$ cat src/rtl/fix_pkg.sv
// Shared types and sizing for the FIX TX session arbiter and its picker.
package fix_pkg;

    localparam int unsigned HOST_W    = 2;
    localparam int unsigned NUM_HOSTS = 2 ** HOST_W;
    localparam int unsigned MAX_LEN   = 1024;
    localparam int unsigned LEN_W     = 11;

    typedef enum logic {
        IDLE = 1'b0,
        XFER = 1'b1
    } arb_state_t;

    typedef logic [HOST_W-1:0] host_addr_t;

    // One registered beat toward the TX FIFO
    typedef struct packed {
        logic       valid;
        logic [7:0] data;
        host_addr_t host;
        logic       last;
    } tx_beat_t;

endpackage

$ cat src/rtl/fix_tx_session_arbiter_if.sv
// Session-engine / TOE / TX-FIFO signal bundle for the TX session arbiter.
interface fix_tx_session_arbiter_if;
    import fix_pkg::*;

    logic [NUM_HOSTS-1:0]   req_i;
    logic [NUM_HOSTS*8-1:0] data_i;
    logic [NUM_HOSTS-1:0]   last_i;
    logic [NUM_HOSTS-1:0]   grant_o;
    logic [NUM_HOSTS-1:0]   ready_o;
    logic                   connected_i;
    host_addr_t             connected_host_addr_i;
    logic                   disconnected_i;
    host_addr_t             disconnected_host_addr_i;
    logic                   fifo_full_i;
    logic                   send_message_valid_o;
    logic [7:0]             message_o;
    host_addr_t             message_host_o;
    logic                   message_end_o;
    logic                   abort_o;
    logic [NUM_HOSTS-1:0]   conn_map_o;

    modport slave (
        input  req_i, data_i, last_i, connected_i, connected_host_addr_i,
               disconnected_i, disconnected_host_addr_i, fifo_full_i,
        output grant_o, ready_o, send_message_valid_o, message_o,
               message_host_o, message_end_o, abort_o, conn_map_o
    );

    modport master (
        output req_i, data_i, last_i, connected_i, connected_host_addr_i,
               disconnected_i, disconnected_host_addr_i, fifo_full_i,
        input  grant_o, ready_o, send_message_valid_o, message_o,
               message_host_o, message_end_o, abort_o, conn_map_o
    );

endinterface

$ cat src/rtl/fix_rr_picker.sv
// Round-robin first-eligible search starting at i_rr_ptr and wrapping.
module fix_rr_picker #(
    parameter int unsigned N = 4,
    parameter int unsigned W = 2
) (
    input  logic [N-1:0] i_eligible,
    input  logic [W-1:0] i_rr_ptr,
    output logic [N-1:0] o_grant_c,
    output logic [W-1:0] o_idx_c,
    output logic         o_any_c
);

    logic [W-1:0] w_cand;

    // Scan from the farthest offset down so the nearest eligible host wins
    always_comb begin
        o_grant_c = '0;
        o_idx_c   = '0;
        o_any_c   = 1'b0;
        w_cand    = '0;
        for (int k = N - 1; k >= 0; k--) begin
            w_cand = i_rr_ptr + W'(k);
            if (i_eligible[w_cand]) begin
                o_grant_c         = '0;
                o_grant_c[w_cand] = 1'b1;
                o_idx_c           = w_cand;
                o_any_c           = 1'b1;
            end
        end
    end

endmodule

$ cat src/rtl/fix_tx_session_arbiter.sv
// Shares the TOE TX FIFO byte path between per-host FIX session engines,
// one whole message at a time, round-robin over connected hosts.
module fix_tx_session_arbiter #(
    parameter int unsigned MAX_LEN = fix_pkg::MAX_LEN,
    parameter int unsigned LEN_W   = fix_pkg::LEN_W
) (
    input logic                     clk,
    input logic                     rst,
    fix_tx_session_arbiter_if.slave bus
);
    import fix_pkg::*;

    arb_state_t           r_state,    w_state_nxt;
    host_addr_t           r_owner,    w_owner_nxt;
    host_addr_t           r_rr_ptr,   w_rr_ptr_nxt;
    logic [LEN_W-1:0]     r_cnt,      w_cnt_nxt;
    logic [NUM_HOSTS-1:0] r_grant,    w_grant_nxt;
    logic [NUM_HOSTS-1:0] r_conn_map, w_conn_map_nxt;
    tx_beat_t             r_beat,     w_beat_nxt;
    logic                 r_abort,    w_abort_nxt;

    logic [NUM_HOSTS-1:0] w_eligible, w_pick_grant, w_ready;
    host_addr_t           w_pick_idx;
    logic                 w_pick_any;
    logic                 w_accept, w_last, w_overlen, w_disc_owner, w_kill;
    logic [7:0]           w_byte;

    assign w_eligible   = bus.req_i & r_conn_map;
    assign w_accept     = (r_state == XFER) & bus.req_i[r_owner] & ~bus.fifo_full_i;
    assign w_last       = bus.last_i[r_owner];
    assign w_byte       = bus.data_i[{r_owner, 3'b000} +: 8];
    assign w_overlen    = w_accept & ~w_last & (r_cnt == LEN_W'(MAX_LEN - 1));
    assign w_disc_owner = (r_state == XFER) & bus.disconnected_i
                          & (bus.disconnected_host_addr_i == r_owner);
    assign w_kill       = w_overlen | w_disc_owner;

    fix_rr_picker #(
        .N (NUM_HOSTS),
        .W (HOST_W)
    ) u_picker (
        .i_eligible (w_eligible),
        .i_rr_ptr   (r_rr_ptr),
        .o_grant_c  (w_pick_grant),
        .o_idx_c    (w_pick_idx),
        .o_any_c    (w_pick_any)
    );

    always_ff @(posedge clk or negedge rst) begin
        if (!rst) begin
            r_state    <= IDLE;
            r_owner    <= '0;
            r_rr_ptr   <= '0;
            r_cnt      <= '0;
            r_grant    <= '0;
            r_conn_map <= '0;
            r_beat     <= '0;
            r_abort    <= 1'b0;
        end else begin
            r_state    <= w_state_nxt;
            r_owner    <= w_owner_nxt;
            r_rr_ptr   <= w_rr_ptr_nxt;
            r_cnt      <= w_cnt_nxt;
            r_grant    <= w_grant_nxt;
            r_conn_map <= w_conn_map_nxt;
            r_beat     <= w_beat_nxt;
            r_abort    <= w_abort_nxt;
        end
    end

    always_comb begin
        w_state_nxt    = r_state;
        w_owner_nxt    = r_owner;
        w_rr_ptr_nxt   = r_rr_ptr;
        w_cnt_nxt      = r_cnt;
        w_grant_nxt    = r_grant;
        w_conn_map_nxt = r_conn_map;
        w_beat_nxt     = '0;
        w_abort_nxt    = 1'b0;

        // Disconnect applied last so it wins over a same-address connect
        if (bus.connected_i)    w_conn_map_nxt[bus.connected_host_addr_i]    = 1'b1;
        if (bus.disconnected_i) w_conn_map_nxt[bus.disconnected_host_addr_i] = 1'b0;

        case (r_state)
            IDLE: begin
                if (w_pick_any) begin
                    w_state_nxt = XFER;
                    w_owner_nxt = w_pick_idx;
                    w_grant_nxt = w_pick_grant;
                    w_cnt_nxt   = '0;
                end
            end
            XFER: begin
                if (w_accept) begin
                    w_cnt_nxt        = r_cnt + LEN_W'(1);
                    w_beat_nxt.valid = 1'b1;
                    w_beat_nxt.data  = w_byte;
                    w_beat_nxt.host  = r_owner;
                    w_beat_nxt.last  = w_last | w_kill;
                end
                // Normal end or abort both release the path and advance the pointer
                if ((w_accept & w_last) | w_kill) begin
                    w_state_nxt  = IDLE;
                    w_grant_nxt  = '0;
                    w_rr_ptr_nxt = r_owner + HOST_W'(1);
                    w_cnt_nxt    = '0;
                    w_abort_nxt  = w_kill;
                end
            end
            default: w_state_nxt = IDLE;
        endcase
    end

    always_comb begin
        w_ready          = '0;
        w_ready[r_owner] = w_accept;
    end

    assign bus.grant_o              = r_grant;
    assign bus.ready_o              = w_ready;
    assign bus.send_message_valid_o = r_beat.valid;
    assign bus.message_o            = r_beat.data;
    assign bus.message_host_o       = r_beat.host;
    assign bus.message_end_o        = r_beat.last;
    assign bus.abort_o              = r_abort;
    assign bus.conn_map_o           = r_conn_map;

endmodule
$ cat src/flat_wrapper.sv
// flat-port wrapper written by rule: the top's interface ports become plain ports
module fix_tx_session_arbiter_flat import fix_pkg::*;
#(
    parameter int unsigned MAX_LEN = fix_pkg::MAX_LEN,
    parameter int unsigned LEN_W   = fix_pkg::LEN_W
)
  (clk, rst, bus_req_i, bus_data_i, bus_last_i, bus_connected_i, bus_connected_host_addr_i, bus_disconnected_i, bus_disconnected_host_addr_i, bus_fifo_full_i, bus_grant_o, bus_ready_o, bus_send_message_valid_o, bus_message_o, bus_message_host_o, bus_message_end_o, bus_abort_o, bus_conn_map_o);
  fix_tx_session_arbiter_if bus_i ();
  input logic clk;
  input logic rst;
  input wire logic [$bits(bus_i.req_i)-1:0] bus_req_i;
  input wire logic [$bits(bus_i.data_i)-1:0] bus_data_i;
  input wire logic [$bits(bus_i.last_i)-1:0] bus_last_i;
  input wire logic [$bits(bus_i.connected_i)-1:0] bus_connected_i;
  input wire logic [$bits(bus_i.connected_host_addr_i)-1:0] bus_connected_host_addr_i;
  input wire logic [$bits(bus_i.disconnected_i)-1:0] bus_disconnected_i;
  input wire logic [$bits(bus_i.disconnected_host_addr_i)-1:0] bus_disconnected_host_addr_i;
  input wire logic [$bits(bus_i.fifo_full_i)-1:0] bus_fifo_full_i;
  output wire logic [$bits(bus_i.grant_o)-1:0] bus_grant_o;
  output wire logic [$bits(bus_i.ready_o)-1:0] bus_ready_o;
  output wire logic [$bits(bus_i.send_message_valid_o)-1:0] bus_send_message_valid_o;
  output wire logic [$bits(bus_i.message_o)-1:0] bus_message_o;
  output wire logic [$bits(bus_i.message_host_o)-1:0] bus_message_host_o;
  output wire logic [$bits(bus_i.message_end_o)-1:0] bus_message_end_o;
  output wire logic [$bits(bus_i.abort_o)-1:0] bus_abort_o;
  output wire logic [$bits(bus_i.conn_map_o)-1:0] bus_conn_map_o;
  assign bus_i.req_i = bus_req_i;
  assign bus_i.data_i = bus_data_i;
  assign bus_i.last_i = bus_last_i;
  assign bus_i.connected_i = bus_connected_i;
  assign bus_i.connected_host_addr_i = bus_connected_host_addr_i;
  assign bus_i.disconnected_i = bus_disconnected_i;
  assign bus_i.disconnected_host_addr_i = bus_disconnected_host_addr_i;
  assign bus_i.fifo_full_i = bus_fifo_full_i;
  assign bus_grant_o = bus_i.grant_o;
  assign bus_ready_o = bus_i.ready_o;
  assign bus_send_message_valid_o = bus_i.send_message_valid_o;
  assign bus_message_o = bus_i.message_o;
  assign bus_message_host_o = bus_i.message_host_o;
  assign bus_message_end_o = bus_i.message_end_o;
  assign bus_abort_o = bus_i.abort_o;
  assign bus_conn_map_o = bus_i.conn_map_o;
  fix_tx_session_arbiter #(.MAX_LEN(MAX_LEN), .LEN_W(LEN_W)) u_core (.clk(clk), .rst(rst), .bus(bus_i));
endmodule
$ cat config.mk
export PLATFORM = sky130hd
export DESIGN_NAME = fix_tx_session_arbiter_flat
export DESIGN_NICKNAME = d
export VERILOG_FILES = /design/src/rtl/fix_pkg.sv /design/src/rtl/fix_tx_session_arbiter_if.sv /design/src/rtl/fix_rr_picker.sv /design/src/rtl/fix_tx_session_arbiter.sv /design/src/flat_wrapper.sv
export SDC_FILE = /design/constraint.sdc
export NUM_CORES = 1
export LEC_CHECK = 0
export ABC_AREA = 1
export BUFFER_PORTS_ARGS = -buffer_cell sky130_fd_sc_hd__buf_2
export CORE_ASPECT_RATIO = 1.5
export CORE_MARGIN = 2
export CORE_UTILIZATION = 30
export DETAILED_ROUTE_END_ITERATION = 8
export GPL_TIMING_DRIVEN = 1
export PLACE_DENSITY = 0.6
export SYNTH_ARGS = -nofsm -noshare
export SYNTH_HDL_FRONTEND = slang
export SYNTH_SLANG_ARGS = --single-unit
export TNS_END_PERCENT = 5
$ cat constraint.sdc
create_clock -name clk -period 2.65 [get_ports clk]
set_clock_uncertainty 0.1 [all_clocks]
set_input_delay 0.53 -clock clk [delete_from_list [all_inputs] [get_ports clk]]
set_output_delay 0.53 -clock clk [all_outputs]
set_load 0.02 [all_outputs]
==> results of run 1 <==
-- metrics by stage --
| stage | worst slack, ns | cells |
|---|---|---|
| after CTS | 0.382 | 530 |
| after global placement | 0.443 | 522 |
| final | 0.380 | 530 |
| after detailed placement | 0.385 | 522 |
| after global routing | 0.116 | 530 |
| after floorplan | 0.552 | 349 |
-- cell usage after synthesis --
| library cell | instances |
|---|---|
| inv_1 | 29 |
| buf_6 | 2 |
| nand3_1 | 29 |
| dfrtp_1 | 37 |
| buf_2 | 4 |
| nand3_4 | 1 |
| a21oi_1 | 12 |
| xnor2_1 | 1 |
| clkbuf_1 | 3 |
| buf_4 | 1 |
| inv_4 | 1 |
| a32oi_1 | 2 |
| nor2_1 | 56 |
| ha_1 | 9 |
| o2111ai_2 | 1 |
| and2_1 | 2 |
| nor2_4 | 2 |
| nand2_1 | 86 |
| nor2_2 | 1 |
| nor3_1 | 2 |
| nand2_4 | 2 |
| inv_2 | 6 |
| a31oi_1 | 5 |
| clkinv_1 | 1 |
| nand3_2 | 15 |
| buf_12 | 1 |
| or2_2 | 2 |
| nand3b_1 | 3 |
| o21ai_0 | 20 |
| nand2_2 | 5 |
| xor2_1 | 7 |
| o21ai_1 | 1 |
-- cell usage in the layout (no fill, tap or decap) --
cell type	synthesis	layout
nand2_4	2	2
nor2_1	56	56
nand3b_1	3	3
clkbuf_16	0	5
clkinv_1	1	1
or2_2	2	2
nand3_2	15	15
ha_1	9	9
nor2_2	1	1
xnor2_1	1	1
o21ai_0	20	20
inv_4	1	1
clkbuf_1	3	1
nor2_4	2	2
inv_1	29	29
nand3_4	1	1
dfrtp_1	37	37
clkinv_2	0	2
o2111ai_2	1	1
a32oi_1	2	2
a31oi_1	5	5
a21oi_1	12	12
nand2_2	5	5
buf_4	1	4
nand2_1	86	86
buf_2	4	73
nand3_1	29	29
o21ai_1	1	1
xor2_1	7	7
nor3_1	2	2
inv_2	6	6
and2_1	2	2
-- critical path: cells and delay by family, from the launching register on --
kind | cells | cell delay (ns)
fa+ha+maj | 1 | 0.35
flops | 1 | 0.49
simple gates | 7 | 0.92
buf+inv | 3 | 0.29
-- cell type report --
| type | instances | area share, % |
|---|---|---|
| Multi-Input combinational cell | 264 | 44.6 |
| Sequential cell | 37 | 29.6 |
| Timing Repair Buffer | 77 | 12.6 |
| Inverter | 37 | 4.51 |
| Tap cell | 107 | 4.27 |
| Clock buffer | 6 | 4.11 |
| Clock inverter | 2 | 0.319 |
-- power groups by stage --
stage          Sequential [uW]  Combinational, uW  Clock (uW)
2_1_floorplan              928               1490           0
3_3_place_gp               831               1960           0
3_5_place_dp               830               1990           0
4_1_cts                    822               2000         587
5_1_grt                    843               2230         610
6_report                   822               1980         567
-- metal layers --
layer | wire [um] | GRT usage [%] | vias up
li1 | - | - | 1260
met1 | 2670 | 17.0 | 1140
met2 | 3260 | 24.6 | 69
met3 | 274 | 2.30 | 13
met4 | 122 | 5.17 | 0
met5 | 0 | 0 | -
-- registers in the layout, summed over array words and instances (netlist names) --
| signal | flops |
|---|---|
| u_core.bus.message_end_o | 1 |
| u_core.r_state | 1 |
| u_core.r_cnt | 11 |
| u_core.bus.grant_o | 4 |
| u_core.bus.conn_map_o | 4 |
| u_core.bus.message_o | 8 |
| u_core.bus.abort_o | 1 |
| u_core.r_rr_ptr | 2 |
| u_core.r_owner | 2 |
| u_core.bus.message_host_o | 2 |
| u_core.bus.send_message_valid_o | 1 |
-- worst paths after layout --
| kind | start | to | slack [ns] | depth (start not counted) |
|---|---|---|---|---|
| max | u_core.r_rr_ptr[0] | u_core.r_cnt[0] | 0.38 | 11 |
| max reg2reg | u_core.r_rr_ptr[0] | u_core.r_cnt[0] | 0.38 | 11 |
| min | rst | u_core.bus.grant_o[0] | 0.25 | 1 |
| min reg2reg | u_core.bus.grant_o[0] | u_core.bus.grant_o[0] | 0.39 | 2 |
| max in group asynchronous | rst | u_core.bus.message_o[3] | 1.66 | 1 |
| min in group clk | u_core.bus.grant_o[0] | u_core.bus.grant_o[0] | 0.39 | 2 |
-- cell families (layout without fill, tap and decap cells) --
| logic type | Yosys count | in the layout | share of synthesized area, % |
|---|---|---|---|
| flip-flops | 37 | 37 | 36.4 |
| buffers and inverters | 48 | 122 | 8.75 |
| XOR/XNOR | 8 | 8 | 2.75 |
| AO/OA/AOI/OAI | 41 | 41 | 8.99 |
| adder cells (fa/ha/maj) | 9 | 9 | 4.42 |
| AND/OR/NAND/NOR | 206 | 206 | 38.7 |
==> impl_metrics.json, run 1 <==
{
  "rows": 41,
  "fin_crit_sh_pct": 85.7,
  "regArea_um2": 926,
  "rsz0062_at_grt": "false",
  "fin_nets": 480,
  "ys.warnings.count": 0,
  "die-area_um2": 9260,
  "p_total_uw": 3370,
  "cts.sinks": 37,
  "die_h_um": 117,
  "seqPwrFrac_pct": 24.4,
  "synth_cells": 349,
  "vdd_drop_max_v": 0.000414,
  "post-route-cell-area_um2": 3130,
  "syn-num-nets": 407,
  "first_pass_iters": 5,
  "intPower_uw": 1700,
  "cts_hold_buf": 0,
  "yosysTopAreaCell": "dfrtp_1",
  "worst_slew_pin_slew_ns": 0.841,
  "netlist.area_leader.share_pct": 36.4,
  "clk_pin_slew_worst_paths_ns": 0.06,
  "final_core_utilization_pct": 37.7,
  "wirelength_um": 6320,
  "seq_area_frac_synth_pct": 36.4,
  "vias": 2482,
  "placed_cell_area_um2": 2990,
  "maxCapViolations": 0,
  "slew_violations": 0,
  "crit_path_end_kind": "flip-flop",
  "multi_input_area_um2": 1400,
  "critPathKind": "flip-flop to flip-flop",
  "switchingPower_uw": 1670,
  "cts_buffer_depth": 2,
  "hold_ws_ns": 0.254,
  "final-hold-violation-count": 0,
  "grt_antenna_before_repair": 0,
  "area_growth_pct": 23.0,
  "top_level_ports": 74,
  "initial_core_util_pct": 30.6,
  "synth_area_leaders": "dfrtp_1 36%, nand2_1 13%, nor2_1 8.3%, nand3_2 5.9%, nand3_1 5.7%",
  "cp.arrival_ns": 2.34,
  "max_stage_delay_ns": 0.49,
  "clock.fmax_ghz": 0.441,
  "grt-ovfl-total": 0,
  "start_kind": "flip-flop",
  "gp_congestion": 0.849,
  "layout-drive-gt1-share_pct": 28.4,
  "crit_required_ns": 2.72,
  "grt_pass1_vias": 2287,
  "drc": 0,
  "p_leak_uw": 0.00172,
  "ant_nets": 0,
  "synth_cell_types": 32,
  "grt_usage_pct": 13.9,
  "pwr_density_cell_nw_per_um2": 1070,
  "numCtsBuffers": 5,
  "run_status": "finished, final reports clean",
  "synthesis.area_um2": 2550,
  "via_per_inst": 4.68,
  "synth.avg_cell_area_um2": 7.30,
  "post_cts_buffers": 0,
  "hp-class": "input port to async pin",
  "fillerInstances": 908,
  "antennaDiodeCount": 0,
  "cts-htree-levels": 2,
  "setup_viol": 0,
  "portBuffers": 73,
  "ctsResizeCount": 0,
  "drtIter0Drc": 103,
  "cp_cell_sequence": "inv_2, ha_1, inv_1, nand3_2, nand2_4, inv_4, nand3_2, nand2_4, nand2_2, nand3_1, nand2_1",
  "grt_max_degree": 38,
  "power_frac_comb_pct": 58.7,
  "core_area_um2": 8310,
  "grt_pass1_wl_um": 10300,
  "die_width_um": 79.2,
  "hpwl_um": 4870,
  "p_sw_share_pct": 49.5,
  "path_max_fanout": 19,
  "period_minus_slack_ns": 2.27,
  "wl_per_cell_um": 11.9,
  "relSlewSlack_pct": 43.9,
  "cts_tree": "yes",
  "clock_power_share_pct": 16.8,
  "clk_latency_ns": 0.28,
  "crit_slowest_cell": "dfrtp_1",
  "fin_tns_setup_ns": 0,
  "cts-root-buf": "clkbuf_16",
  "ys_ff_latch": 37
}
No activity file was read; power rests on OpenSTA's default activity.
==> run 2: changes to the inputs <==
CTS_BUF_LIST = sky130_fd_sc_hd__clkbuf_2   (was not set)
==> run 2 against run 1 <==
Against the previous run:
- power down 9.4%
- flip-flop and latch count unchanged
- sequential share of layout area up 0.96 points
- clock power down 54%
- register-to-register slack about the same
- count of clock-buffer cells in the layout unchanged
- setup slack worse by 0.11 ns
- sequential power down 0.5%
- fmax down 4.5%
- first-iteration DRC count down 7.8%
- non-clock buffer count unchanged
- via count up 0.56%
- critical endpoint is now bus_ready_o[3]
==> impl_metrics.json, run 2 (synthesis gave the netlist of run 1 again) <==
{
  "hp-class": "input port to async pin",
  "portBuffers": 73,
  "grt_usage_pct": 13.8,
  "first_pass_iters": 5,
  "fin_crit_sh_pct": 89.7,
  "cts-htree-levels": 2,
  "start_kind": "flip-flop",
  "ant_nets": 0,
  "rsz0062_at_grt": "false",
  "die_h_um": 117,
  "post_cts_buffers": 0,
  "regArea_um2": 926,
  "via_per_inst": 4.71,
  "rows": 41,
  "run_status": "finished, final reports clean",
  "maxCapViolations": 0,
  "vdd_drop_max_v": 0.000435,
  "clock.fmax_ghz": 0.421,
  "worst_slew_pin_slew_ns": 0.833,
  "clk_latency_ns": 0.38,
  "die_width_um": 79.2,
  "post-route-cell-area_um2": 3030,
  "crit_required_ns": 2.02,
  "hpwl_um": 4870,
  "largest_register_ffs": 11,
  "drtIter0Drc": 95,
  "p_leak_uw": 0.00169,
  "grt_max_degree": 38,
  "gp_congestion": 0.849,
  "fillerInstances": 922,
  "fin_tns_setup_ns": 0,
  "pwr_density_cell_nw_per_um2": 1010,
  "grt_pass1_wl_um": 10200,
  "layout-drive-gt1-share_pct": 28.6,
  "numCtsBuffers": 5,
  "relSlewSlack_pct": 44.5,
  "path_max_fanout": 15,
  "setup_viol": 0,
  "ctsResizeCount": 0,
  "period_minus_slack_ns": 2.38,
  "grt-ovfl-total": 0,
  "grt_pass1_vias": 2268,
  "cp.arrival_ns": 1.75,
  "cts_buffer_depth": 2,
  "cts_hold_buf": 0,
  "fin_nets": 480,
  "reg2reg_slack_ns": 0.37,
  "die-area_um2": 9260,
  "clk_pin_slew_worst_paths_ns": 0.20,
  "slew_violations": 0,
  "mostFrequentLayoutCells": "86 x nand2_1, 73 x buf_2, 56 x nor2_1",
  "top_register": "u_core.r_cnt",
  "cts_tree": "yes",
  "wl_per_cell_um": 11.9,
  "multi_input_area_um2": 1400,
  "initial_core_util_pct": 30.6,
  "final-hold-violation-count": 0,
  "final_common_cell": "nand2_1",
  "critPathKind": "flip-flop to primary output",
  "crit_path_end_kind": "primary output",
  "cts-root-buf": "clkbuf_2",
  "wirelength_um": 6300,
  "vias": 2496,
  "placed_cell_area_um2": 2990,
  "grt_antenna_before_repair": 0,
  "final_core_utilization_pct": 36.5,
  "area_growth_pct": 19.2,
  "antennaDiodeCount": 0,
  "drc": 0,
  "top_level_ports": 74,
  "cts.sinks": 37,
  "core_area_um2": 8310
}
## run 2: worst max-delay path, cell delays in order, from the launching register on
cell and delay (ns):
dfrtp_1 0.46, inv_2 0.10, nor2_1 0.13, nand2_2 0.10, nor2_4 0.13, inv_2 0.14
nor2_1 0.12, buf_2 0.17
## run 2: worst paths after layout
path	endpoint	start	depth (start not counted)
worst max-delay path	bus_ready_o[3]	u_core.r_state	7
worst min-delay path	u_core.bus.grant_o[0]	rst	1
worst max register to register	u_core.r_cnt[8]	u_core.r_rr_ptr[0]	11
worst min register to register	u_core.bus.grant_o[0]	u_core.bus.grant_o[0]	2
max in group asynchronous	u_core.bus.message_o[3]	rst	1
min in group clk	u_core.bus.conn_map_o[1]	bus_disconnected_i	2
## run 2: layer usage
metal  share of wire, %  GRT usage [%]
met5                  0              0
met4                1.8           5.29
met3                4.6           2.53
met2                 52           24.4
met1                 42           16.7
## run 2: cell type report
cell class	instances	area share [%]
inverters	37	4.66
clock buffers	6	0.990
well taps	107	4.41
repair buffers	77	13.0
multi-input cells	264	46.1
flip-flops and latches	37	30.5
clock inverters	2	0.330
## run 2: where the power goes
part	internal [uW]	switching, uW
registers	710	108
logic	643	1330
clock network	66.4	191
total	1420	1630
## run 2: per-stage QoR
stage / total power [uW] / instances / setup WS, ns / hold WS [ns]
3_3_place_gp: 2790 / 522 / 0.443 / 0.373
5_1_grt: 3370 / 530 / 0.0978 / 0.122
6_report: 3050 / 530 / 0.273 / 0.105
4_1_cts: 3090 / 530 / 0.222 / 0.130
3_5_place_dp: 2820 / 522 / 0.385 / 0.375
2_1_floorplan: 2420 / 349 / 0.552 / 0.134
==> run 3: changes to the inputs <==
ABC_AREA = not set   (was 1)
==> run 3 against run 2 <==
Against the previous run:
- clock power fell by 5%
- cell count decreased by 19%
- sequential power up 7.7%
- synthesized cell count fell by 29%
- combinational power decreased by 18%
- global-route usage rose by 1.4 points
- count of clock-buffer cells in the layout is 1 lower
- critical path type unchanged
- largest cell class unchanged
- largest power group unchanged
==> impl_metrics.json, run 3 <==
{
  "run_status": "finished, final reports clean",
  "ys.warnings.count": 0,
  "hpwl_um": 5110,
  "post-route-cell-area_um2": 2990,
  "largest_register_ffs": 11,
  "maxCapViolations": 0,
  "worst_slew_pin_slew_ns": 0.826,
  "grt_usage_pct": 15.3,
  "cts_buffer_depth": 2,
  "wirelength_um": 6530,
  "grt_antenna_before_repair": 0,
  "syn-num-nets": 307,
  "grt_max_degree": 38,
  "clk_latency_ns": 0.38,
  "vias": 2284,
  "placed_cell_area_um2": 2950,
  "crit_path_end_kind": "primary output",
  "p_sw_share_pct": 47.5,
  "crit_required_ns": 2.02,
  "ys_top_cells_by_count": "37 x dfrtp_1, 20 x o21ai_0, 18 x nand2_1",
  "p_leak_uw": 0.00141,
  "fillerInstances": 851,
  "wl_per_cell_um": 15.2,
  "multi_input_area_um2": 1420,
  "yosysTopAreaCell": "dfrtp_1",
  "vdd_drop_max_v": 0.000272,
  "synth_cell_types": 46,
  "power_frac_comb_pct": 59.1,
  "pwr_density_cell_nw_per_um2": 921,
  "critPathKind": "flip-flop to primary output",
  "synth-edff-count": 0,
  "seq_area_frac_synth_pct": 37.6,
  "fin_nets": 381,
  "r2r-end": "u_core.bus.grant_o[3]",
  "top_level_ports": 74,
  "gp_congestion": 0.826,
  "top_register": "u_core.r_cnt",
  "ys.flop_type": "dfrtp_1",
  "path_max_fanout": 14,
  "seqPwrFrac_pct": 32.0,
  "fin_crit_sh_pct": 93.3,
  "ys_ff_latch": 37,
  "initial_core_util_pct": 30.8,
  "synth_cells": 249,
  "die-area_um2": 8970,
  "clk_pin_slew_worst_paths_ns": 0.20,
  "cts_hold_buf": 0,
  "numCtsBuffers": 5,
  "core_area_um2": 8010,
  "async_flop_share_pct": 100,
  "period_minus_slack_ns": 2.47,
  "area_growth_pct": 21.3,
  "die_width_um": 78.0,
  "synth.avg_cell_area_um2": 9.89,
  "start_kind": "flip-flop",
  "drc": 0,
  "reg2reg_slack_ns": 0.27,
  "ant_nets": 0,
  "cp_cell_sequence": "or3b_1, o22a_1, inv_2, and2_1, buf_2",
  "synth_most_common_cell": "dfrtp_1",
  "rsz0062_at_grt": "false",
  "regArea_um2": 928,
  "max_stage_delay_ns": 0.45,
  "intPower_uw": 1450,
  "relSlewSlack_pct": 44.9,
  "rows": 40,
  "crit_slowest_cell": "dfrtp_2",
  "hp-class": "input port to async pin",
  "grt_pass1_vias": 2234,
  "final-hold-violation-count": 0,
  "switchingPower_uw": 1310,
  "timing.rr.start": "u_core.r_rr_ptr[1]",
  "setup_viol": 0,
  "r2r_cells": 6,
  "via_per_inst": 5.32,
  "die_h_um": 115,
  "cp.arrival_ns": 1.84,
  "cts.sinks": 37,
  "cts-htree-levels": 2,
  "grt_pass1_wl_um": 11100,
  "clock_power_share_pct": 8.9,
  "antennaDiodeCount": 0,
  "clock.fmax_ghz": 0.404,
  "drtIter0Drc": 72,
  "netlist.area_leader.share_pct": 37.6,
  "cts_tree": "yes",
  "synth_area_leaders": "dfrtp_1 38%, mux4_2 11%, ha_1 4.6%, o21ai_0 4.1%, and2_1 3.3%",
  "mostFrequentLayoutCells": "73 x buf_2, 35 x dfrtp_1, 20 x o21ai_0",
  "layout-drive-gt1-share_pct": 33.3,
  "synthesis.area_um2": 2460,
  "final_common_cell": "buf_2",
  "fin_tns_setup_ns": 0,
  "slew_violations": 0,
  "portBuffers": 73,
  "first_pass_iters": 4,
  "cts-root-buf": "clkbuf_2",
  "grt-ovfl-total": 0
}
==> run 3: critical path: cells and delay by family (launching register included) <==
kind | cells | cell delay (ns)
flops | 1 | 0.45
compound gates | 1 | 0.19
buf+inv | 2 | 0.31
simple gates | 2 | 0.50
==> run 3: routing by layer <==
layer,part of all wire [%],GRT usage [%]
met1,39,17.9
met2,54,27.7
met3,3.9,2.43
met4,2.3,6.20
met5,0,0
==> run 3: through the flow <==
stage               utilization (%)  hold slack [ns]  power, uW  worst slack, ns  std cells
floorplan                         -            0.134       2070            0.415        249
global placement               36.8            0.371       2500            0.308        421
detailed placement             36.8            0.384       2520            0.271        421
CTS                            37.3            0.132       2760            0.101        429
global route                   37.3            0.153       3000           0.0366        429
finish                         37.3            0.116       2750            0.177        429
==> run 3: worst max path at each step <==
stage	from	endpoint	slack (ns)	depth (start not counted)
2_1_floorplan	bus_fifo_full_i	bus_ready_o[2]	0.42	5
3_3_place_gp	bus_fifo_full_i	bus_ready_o[2]	0.31	6
3_5_place_dp	bus_fifo_full_i	bus_ready_o[3]	0.27	6
4_1_cts	u_core.r_state	bus_ready_o[3]	0.10	5
5_1_grt	u_core.r_state	bus_ready_o[0]	0.04	5
6_report	u_core.r_state	bus_ready_o[3]	0.18	5
==> run 3: layout make-up <==
class / count / share of cell area [%]
Tap cell: 105 / 4.40
Clock buffer: 5 / 0.838
Timing Repair Buffer: 81 / 14.2
Sequential cell: 37 / 31.1
Inverter: 13 / 1.63
Multi-Input combinational cell: 185 / 47.4
Clock inverter: 3 / 0.419
==> run 3: power by group through the flow <==
stage	Clock [uW]	Combinational (uW)	Sequential, uW
finish	245	1630	881
global route	281	1810	905
CTS	255	1630	878
detailed placement	0	1630	887
global placement	0	1610	882
floorplan	0	1110	959
==> run 3: cell families after synthesis <==
group / after synthesis / share of synthesized area [%]
AOI/OAI and AO/OA: 72 / 20.4
xor gates and xnor gates: 2 / 0.711
adders and majority gates: 9 / 4.57
buffers and inverters: 27 / 4.93
DFF: 37 / 37.6
muxes: 18 / 13.6
and+or+nand+nor: 84 / 18.3
==> run 3: repair_timing <==
item                       in CTS  in global routing
setup endpoints to repair       2                  4
gates cloned                    0                  0
resized for setup               1                  2
pin swaps                       0                  0
setup buffers                   0                  0
hold endpoints to repair        0                  0
